`src/rtl/issue_pkg.sv`:
```
// Shared unit ids and CDB select encoding for the issue scheduler and CDB mux.
// Latency: n/a (types and constants only).
// Backpressure: n/a.
package issue_pkg;

    localparam int NUM_UNITS = 4;
    localparam int CDB_SEL_W = 2;

    // Unit id doubles as the cdb_sel encoding seen by the CDB mux.
    typedef logic [CDB_SEL_W-1:0] unit_id_t;

    localparam unit_id_t UNIT_INT_A = 2'd0;
    localparam unit_id_t UNIT_INT_B = 2'd1;
    localparam unit_id_t UNIT_LD_ST = 2'd2;
    localparam unit_id_t UNIT_MUL   = 2'd3;

    // Convert a one-hot grant vector into the granted unit id (0 when empty).
    function automatic unit_id_t onehot_to_id(input logic [NUM_UNITS-1:0] oh);
        unit_id_t id;
        id = UNIT_INT_A;
        for (int i = 0; i < NUM_UNITS; i++) begin
            if (oh[i]) begin
                id = unit_id_t'(i);
            end
        end
        return id;
    endfunction

endpackage

```
`src/rtl/issue_rr_arbiter4.sv`:
```
// Four-request rotating-priority arbiter: ptr names the highest-priority request.
// Latency: combinational, zero cycles.
// Backpressure: none; requests already filtered for eligibility upstream.
module rr_arbiter4
    import issue_pkg::*;
(
    input  logic [3:0] req,
    input  unit_id_t   ptr,
    output logic [3:0] grant,
    output unit_id_t   ptr_next
);

    unit_id_t idx;
    logic     found;

    // Scan ptr, ptr+1, ptr+2, ptr+3 and grant the first request; ptr moves past the winner.
    always_comb begin
        grant    = '0;
        ptr_next = ptr;
        found    = 1'b0;
        idx      = ptr;
        for (int i = 0; i < 4; i++) begin
            idx = ptr + unit_id_t'(i);
            if (!found && req[idx]) begin
                grant[idx] = 1'b1;
                ptr_next   = idx + 2'd1;
                found      = 1'b1;
            end
        end
    end

endmodule

```
`src/rtl/issue_unit.sv`:
```
// Single-issue scheduler: grants one ready queue per cycle whose result slot on the CDB is free.
// Latency: grants are combinational (0 cycles); a grant reaches the CDB L cycles later.
// Backpressure: a ready queue is held off while its CDB slot is reserved or flush is high.
// Optional ISSUE_STALL_CNT_EN adds a 16-bit saturating counter of CDB-conflict stall cycles.
module issue_unit
    import issue_pkg::*;
#(
    parameter int INT_LAT  = 1,
    parameter int LDST_LAT = 2,
    parameter int MUL_LAT  = 4
) (
    input  logic        clock,
    input  logic        reset,
    input  logic        flush,
    input  logic        int_a_ready,
    input  logic        int_b_ready,
    input  logic        ld_st_ready,
    input  logic        mul_ready,
    output logic        issue_int_a,
    output logic        issue_int_b,
    output logic        issue_ld_st,
    output logic        issue_mul,
    output logic [1:0]  cdb_sel,
    output logic        cdb_sel_valid
`ifdef ISSUE_STALL_CNT_EN
    ,
    output logic [15:0] issue_stall_cnt
`endif
);

    // Latencies must satisfy 1 <= INT_LAT <= LDST_LAT <= MUL_LAT <= 8.

    // Entry k describes CDB cycle t+k; the top slot busy[MUL_LAT] is always free.
    logic [MUL_LAT-1:0] busy;
    logic [MUL_LAT-1:0] busy_n;
    unit_id_t           own   [MUL_LAT];
    unit_id_t           own_n [MUL_LAT];
    logic [MUL_LAT:0]   busy_ext;

    unit_id_t   ptr;
    unit_id_t   ptr_next;
    logic [3:0] ready_vec;
    logic [3:0] free_vec;
    logic [3:0] elig;
    logic [3:0] grant;
    logic       grant_any;
    unit_id_t   gnt_id;
    int         gnt_lat;

    assign busy_ext  = {1'b0, busy};
    assign ready_vec = {mul_ready, ld_st_ready, int_b_ready, int_a_ready};
    assign free_vec  = {~busy_ext[MUL_LAT], ~busy_ext[LDST_LAT],
                        ~busy_ext[INT_LAT], ~busy_ext[INT_LAT]};
    // Flush squashes issue; reset is also folded in so grants read 0 while reset is held.
    assign elig      = (flush || !reset) ? 4'b0000 : (ready_vec & free_vec);

    rr_arbiter4 u_arb (
        .req      (elig),
        .ptr      (ptr),
        .grant    (grant),
        .ptr_next (ptr_next)
    );

    assign grant_any   = |grant;
    assign gnt_id      = onehot_to_id(grant);
    assign issue_int_a = grant[UNIT_INT_A];
    assign issue_int_b = grant[UNIT_INT_B];
    assign issue_ld_st = grant[UNIT_LD_ST];
    assign issue_mul   = grant[UNIT_MUL];

    assign cdb_sel       = own[0];
    assign cdb_sel_valid = busy[0];

    // Pick the fixed execution latency of the granted unit.
    always_comb begin
        gnt_lat = MUL_LAT;
        case (gnt_id)
            UNIT_INT_A: gnt_lat = INT_LAT;
            UNIT_INT_B: gnt_lat = INT_LAT;
            UNIT_LD_ST: gnt_lat = LDST_LAT;
            default:    gnt_lat = MUL_LAT;
        endcase
    end

    // Shift the reservation table down one cycle and book the granted result slot.
    always_comb begin
        busy_n = '0;
        for (int k = 0; k < MUL_LAT; k++) begin
            own_n[k] = UNIT_INT_A;
        end
        if (!flush) begin
            for (int k = 0; k < MUL_LAT - 1; k++) begin
                busy_n[k] = busy[k+1];
                own_n[k]  = own[k+1];
            end
            for (int k = 0; k < MUL_LAT; k++) begin
                if (grant_any && (k == gnt_lat - 1)) begin
                    busy_n[k] = 1'b1;
                    own_n[k]  = gnt_id;
                end
            end
        end
    end

    // Reservation table and priority pointer registers.
    always_ff @(posedge clock or negedge reset) begin
        if (!reset) begin
            busy <= '0;
            ptr  <= UNIT_INT_A;
            for (int k = 0; k < MUL_LAT; k++) begin
                own[k] <= UNIT_INT_A;
            end
        end else begin
            busy <= busy_n;
            ptr  <= ptr_next;
            for (int k = 0; k < MUL_LAT; k++) begin
                own[k] <= own_n[k];
            end
        end
    end

`ifdef ISSUE_STALL_CNT_EN
    logic stall_cycle;

    assign stall_cycle = !flush && (|ready_vec) && !grant_any;

    // Count cycles where something was ready but every ready queue hit a booked CDB slot.
    always_ff @(posedge clock or negedge reset) begin
        if (!reset) begin
            issue_stall_cnt <= '0;
        end else if (stall_cycle && (issue_stall_cnt != 16'hFFFF)) begin
            issue_stall_cnt <= issue_stall_cnt + 16'd1;
        end
    end
`endif

endmodule

```
`config.mk`:
```
export PLATFORM = sky130hd
export DESIGN_NAME = issue_unit
export DESIGN_NICKNAME = d
export VERILOG_FILES = /design/src/rtl/issue_pkg.sv /design/src/rtl/issue_rr_arbiter4.sv /design/src/rtl/issue_unit.sv
export SDC_FILE = /design/constraint.sdc
export NUM_CORES = 1
export LEC_CHECK = 0
export ABC_AREA = 1
export ABC_CLOCK_PERIOD_IN_PS = 1900
export BUFFER_PORTS_ARGS = -buffer_cell sky130_fd_sc_hd__buf_2
export CORE_MARGIN = 2
export CORE_UTILIZATION = 51
export CTS_CLUSTER_DIAMETER = 80
export DETAILED_ROUTE_END_ITERATION = 8
export PLACE_DENSITY = 0.74
export SYNTH_ARGS = -nofsm -noshare
export SYNTH_HDL_FRONTEND = slang
export SYNTH_SLANG_ARGS = --single-unit
```
`constraint.sdc`:
```
create_clock -name clock -period 1.9 [get_ports clock]
set_input_delay 0.38 -clock clock [delete_from_list [all_inputs] [get_ports clock]]
set_output_delay 0.38 -clock clock [all_outputs]
set_load 0.05 [all_outputs]
```
======== Word-level counts from Yosys, hierarchy flattened ========
Index checks and enable logic that the tools add are counted.
Widths: inputs -> output; s select.
storage, ports and cells
  register bits ........................... 14
  word-level logic and storage cells ...... 95
  output and inout port bits .............. 7
  input port bits ......................... 7
operators by class
  reductions and logical operators ........ 21
  bitwise logic cells ..................... 6
  mux-type cells .......................... 42
  $add $sub $neg .......................... 7
  equality and inequality tests ........... 5
  magnitude comparators ................... 8
operator list
  cell                   number
  $eq 3x32->1 const A    2
  $eq 2x32->1 const A    1
  $logic_not 32->1       1
  $sub 32x2->32 const B  1
  $mux 4                 6
  $mux 2                 10
  $mux 1                 16
  $lt 2x3->1 const B     4
  $or 4x4->4             3
  $logic_and 1x1->1      11
  $add 2x1->2 const B    4
  $bmux 1 s2             4
  $demux 1 s2            4
  $ge 2x1->1 const B     4
  $mux 8                 1
  $pmux 3 s2             1
  $add 2x2->2 const B    2
  $and 4x4->4            1
  $logic_not 1->1        4
  $reduce_bool 4->1      1
  $reduce_or 4->1        1
  $eq 2x1->1 const B     1
  $eq 2x2->1 const B     1
  $logic_not 2->1        1
  other kinds (3)        4

======== Longest topological paths before layout ========
  depth after elaboration ................. 26
  mapped depth ............................ 16
  gate-level depth less buffers ........... 16

======== Hierarchy ========
From an unflattened synthesis, not the netlist that was laid out.
second synthesis, totals
  cells, all modules ...................... 156
  area, all modules ....................... 1122.3 um2
by module, submodules not included
  module       sequential area each (um2)  area an instance (um2)  cells each  instances
  rr_arbiter4  0.0                         575.6                   96          1
  issue_unit   350.3                       546.8                   60          1

======== Worst setup path before layout ========
No wires, ideal clock.
  path type ............................... reg2out
  start point ............................. register ptr[0]
  end point ............................... output port issue_int_a
  stages on the path, launching flop included .. 10
  path slack .............................. -0.436 ns
  data arrival time ....................... 1.956 ns
  buffers on the path ..................... 0
  required time ........................... 1.520 ns
  cell sequence ........................... dfrtp_1 inv_2 ha_1 inv_1 nand3_1 nand2_1 nand4_1 nor2_1 nor2_1 inv_1
on the way
  longest elaborated chain between the ends .. 12
  elaborated cells on any way between the ends .. 47
  those cells by class .................... add/sub (3); order compare (8); mux (23); bitwise (3); reduce/logical (10)
RTL lines
  item                                                                 line                     text
  start, declared                                                      issue_unit.sv:40         unit_id_t ptr;
  start signal, assigned                                               issue_unit.sv:115        ptr <= ptr_next;
  parallel branches: the longest is 11 deep, another holds $lt 2x3->1  --
  $mux 4 *                                                             issue_rr_arbiter4.sv:24  if (!found && req[idx]) begin
  end, declared                                                        issue_unit.sv:19         output logic issue_int_a,
Mark *: on every way between the ends. The select of a mux whose other input is x is not followed.

======== Worst setup path in the final report ========
  start point ............................. register ptr[0]
  end point ............................... output port issue_int_b
on the way
  longest elaborated chain between the ends .. 12
  elaborated cells on any way between the ends .. 47
  those cells by class .................... add/sub (3); order compare (8); mux (23); bitwise (3); reduce/logical (10)
RTL lines
  item                                                                 line                     text
  parallel branches: the longest is 11 deep, another holds $lt 2x3->1  --
  $mux 4 *                                                             issue_rr_arbiter4.sv:24
  end, declared                                                        issue_unit.sv:20         output logic issue_int_b,
Marks and branches as above.

==> qor.log <==
INFO  run_status     status=complete, but fails checks
INFO  run_status     failing_checks=negative setup slack
INFO  synth          postSynthAreaPerCell=7.465µm²
INFO  timing         skew=0.008961ns
INFO  timing         post-route-worst-setup-slack=-0.4633ns
INFO  place          placed_standard_cell_area=1424µm²
INFO  routing        detailroute.via_count=1321
INFO  cells_and_area n_fill_cell=84
INFO  synth          netlist_area=1112µm²
INFO  timing         hold_viol_final=0
INFO  die            top_level_ports=14
INFO  clock_network  cts-hold-fix-buffers=0
INFO  routing        wirelength_met1=1565µm
INFO  worst_setup_path path_class=reg2out
INFO  clock_network  max-clock-path-buffers=2
INFO  routing        wl_met3=288µm
INFO  routing        drtPass1Iterations=4
INFO  routing        routed_wire_length_per_instance=17.96µm
INFO  die            die_area=2570µm²
INFO  timing         final-setup-viol-count=11
INFO  synth          synth.distinct_cells=21
INFO  cells_and_area post_route_cells_drive_above_1_share=55.88%
INFO  place          place_congestion=0.9315
INFO  worst_setup_path worst-endpoint-arrival=1.98ns
INFO  timing         max-slew-margin-rel=83.12%
INFO  timing         finalMaxSlewViolations=0
INFO  global_route   grt_start_max_net_pins=15
INFO  global_route   first_global_vias=1167
INFO  timing         final_min_period_over_clock_period=124.4%
INFO  synth          synth_seq_cells=14
INFO  clock_network  h-tree-depth=1
INFO  routing        avgViaCountPerCell=5.719
INFO  routing        dr_wl_met2=2088µm
INFO  global_route   gr-total-overflow=0
INFO  timing         worst_slew_pin_slew=0.2550ns
INFO  clock_network  clk_transition_reported_paths=0.09ns
INFO  synth          synth.yosys.seq_area_share=31.50%
INFO  worst_setup_path end_kind=primary output
INFO  cells_and_area design_area=1818µm²
INFO  synth          yosysWarnings=0
INFO  run            maxCapViolations=0
INFO  timing         fmax=423.1MHz
INFO  cells_and_area design.final.nets=220
INFO  clock_network  cts-buffers-inserted=3
INFO  die            width_of_the_die=50.70µm
INFO  timing         finalWorstPathRequiredPeriod=2.363ns
INFO  worst_setup_path start_kind=register
INFO  routing        highest-signal-layer=met4
INFO  cells_and_area area.growth.synth_to_final=63.44%
INFO  cells_and_area antennaDiodeCount=0
INFO  global_route   grt_first_pass_wirelength=5106µm
INFO  die            core_area=2002µm²
INFO  routing        detail_route.wirelength=4148µm
INFO  worst_setup_path crit_path_max_fanout=5
INFO  clock_network  cts.sinks=14
INFO  worst_hold_path holdCritPathClass=in2async
INFO  synth          synth_cells=149
INFO  die            placement_rows=16
INFO  global_route   globalRouteTotalUtil=26.56%
INFO  routing        number_of_remaining_drc_errors=0
INFO  global_route   antenna_found_initial=0
INFO  clock_network  insertion_delay=0.28ns
INFO  timing         rsz_0062_raised_after_global_routing=yes
INFO  worst_setup_path timing.critical_path.required=1.52ns
INFO  routing        route.antenna.remaining_nets=0
INFO  die            fp.dieH=50.70µm
INFO  clock_network  cts_tree=yes
INFO  routing        drt-initial-drc-count=55
INFO  die            floorplan.initialDensity=55.56%
INFO  place          io_buffer_count=13
INFO  synth          synth.net_count=164
INFO  place          dp_hpwl=2089µm
INFO  clock_network  clock_tree.root_cell=sky130_fd_sc_hd__clkbuf_4
## layout by cell type, fill, tap and decap left out
cell,count
sky130_fd_sc_hd__a21oi_1,1
sky130_fd_sc_hd__a21oi_2,3
sky130_fd_sc_hd__buf_2,9
sky130_fd_sc_hd__buf_4,33
sky130_fd_sc_hd__buf_6,7
sky130_fd_sc_hd__buf_8,4
sky130_fd_sc_hd__clkbuf_4,3
sky130_fd_sc_hd__clkbuf_8,1
sky130_fd_sc_hd__dfrtp_1,11
sky130_fd_sc_hd__dfrtp_2,3
sky130_fd_sc_hd__ha_1,7
sky130_fd_sc_hd__ha_4,1
sky130_fd_sc_hd__inv_1,17
sky130_fd_sc_hd__inv_2,3
sky130_fd_sc_hd__inv_4,4
sky130_fd_sc_hd__nand2_1,28
sky130_fd_sc_hd__nand2_2,8
sky130_fd_sc_hd__nand2_4,5
sky130_fd_sc_hd__nand3_1,12
sky130_fd_sc_hd__nand3_2,9
sky130_fd_sc_hd__nand3_4,9
sky130_fd_sc_hd__nand3b_1,1
sky130_fd_sc_hd__nand4_1,3
sky130_fd_sc_hd__nor2_1,7
sky130_fd_sc_hd__nor2_2,4
sky130_fd_sc_hd__nor2_4,7
sky130_fd_sc_hd__nor2_8,1
sky130_fd_sc_hd__o211a_1,1
sky130_fd_sc_hd__o211ai_1,1
sky130_fd_sc_hd__o21ai_0,1
## metal layers
metal	vias up	GRT usage [%]
met5	-	0
met4	0	10.36
met3	27	3.869
met2	94	48.03
met1	612	31.33
li1	588	-
## cells in the mapped netlist, drive strengths merged
| cell | count | area (µm²) |
|---|---|---|
| a21oi | 4 | 20.02 |
| buf | 3 | 22.52 |
| dfrtp | 14 | 350.3 |
| ha | 8 | 100.1 |
| inv | 24 | 90.09 |
| nand2 | 40 | 170.2 |
| nand3 | 30 | 197.7 |
| nand3b | 1 | 7.510 |
| nand4 | 3 | 18.77 |
| nor2 | 19 | 112.6 |
| o211a | 1 | 10.01 |
| o211ai | 1 | 7.510 |
| o21ai | 1 | 5.000 |
## what timing repair did
action | CTS | global route
setup buffers | 6 | 10
cloned | 1 | 0
endpoints found under the setup margin | 10 | 11
pin swaps | 12 | 19
resized for setup | 29 | 28
## logic make-up (layout without fill, tap and decap cells)
family / Yosys count / count (layout) / synth area share [%]
simple gates: 93 / 94 / 45.56
buf+inv: 27 / 81 / 10.12
fa+ha+maj: 8 / 8 / 8.999
flops: 14 / 14 / 31.50
compound gates: 7 / 7 / 3.824
## sequential cells by signal, summed over array words and instances, names as in the netlist
name and count:
busy 4, cdb_sel 2, own 6, ptr 2
## worst max-delay path, stage by stage (launching register included)
cell and delay [ns]:
sky130_fd_sc_hd__dfrtp_2 0.45, sky130_fd_sc_hd__inv_4 0.10, sky130_fd_sc_hd__buf_4 0.12, sky130_fd_sc_hd__nand3_2 0.12, sky130_fd_sc_hd__nand2_2 0.11, sky130_fd_sc_hd__nand2_1 0.09, sky130_fd_sc_hd__nand2_2 0.08, sky130_fd_sc_hd__nand4_1 0.18
sky130_fd_sc_hd__nor2_2 0.19, sky130_fd_sc_hd__nor2_4 0.06, sky130_fd_sc_hd__inv_4 0.05, sky130_fd_sc_hd__buf_8 0.13
## worst paths after layout
check                              startpoint              endpoint  slack (ns)  cells past startpoint
min                                     reset    ptr[0]$_DFFE_PN0P_        0.05                      2
max in group asynchronous               reset     busy[1]$_DFF_PN0_        1.65                      2
min in group clock                      flush     busy[0]$_DFF_PN0_        0.48                      3
max                        ptr[0]$_DFFE_PN0P_           issue_int_b       -0.46                     11
max reg2reg                ptr[0]$_DFFE_PN0P_  cdb_sel[0]$_DFF_PN0_       -0.43                     17
min reg2reg                 busy[3]$_DFF_PN0_     busy[2]$_DFF_PN0_        0.49                      2
## cell type report
cell class,instances,area [µm²],share of cell area [%]
multi-input combinational,109,862.1,47.42
timing repair buffer,53,431.7,23.74
sequential,14,354.1,19.48
inverter,24,100.1,5.506
clock buffer,4,36.28,1.996
tap,27,33.78,1.858
## metrics by stage
step                setup slack, ns  hold slack [ns]  std cells  TNS (ns)  utilization, %
finish                      -0.4633          0.05487        231    -3.416           90.81
global route                -0.5586          0.06936        231    -4.311           90.81
CTS                         -0.3643          0.05048        222    -2.103           81.44
detailed placement          -0.3308           0.3501        211    -2.640           71.13
global placement            -0.2629           0.3431        211    -1.795           71.13
floorplan                  -0.04257          0.08441        149   -0.1039               -
Power is not shown: default switching activity piles up to over one toggle a cycle in this logic, so the estimate is an artifact.
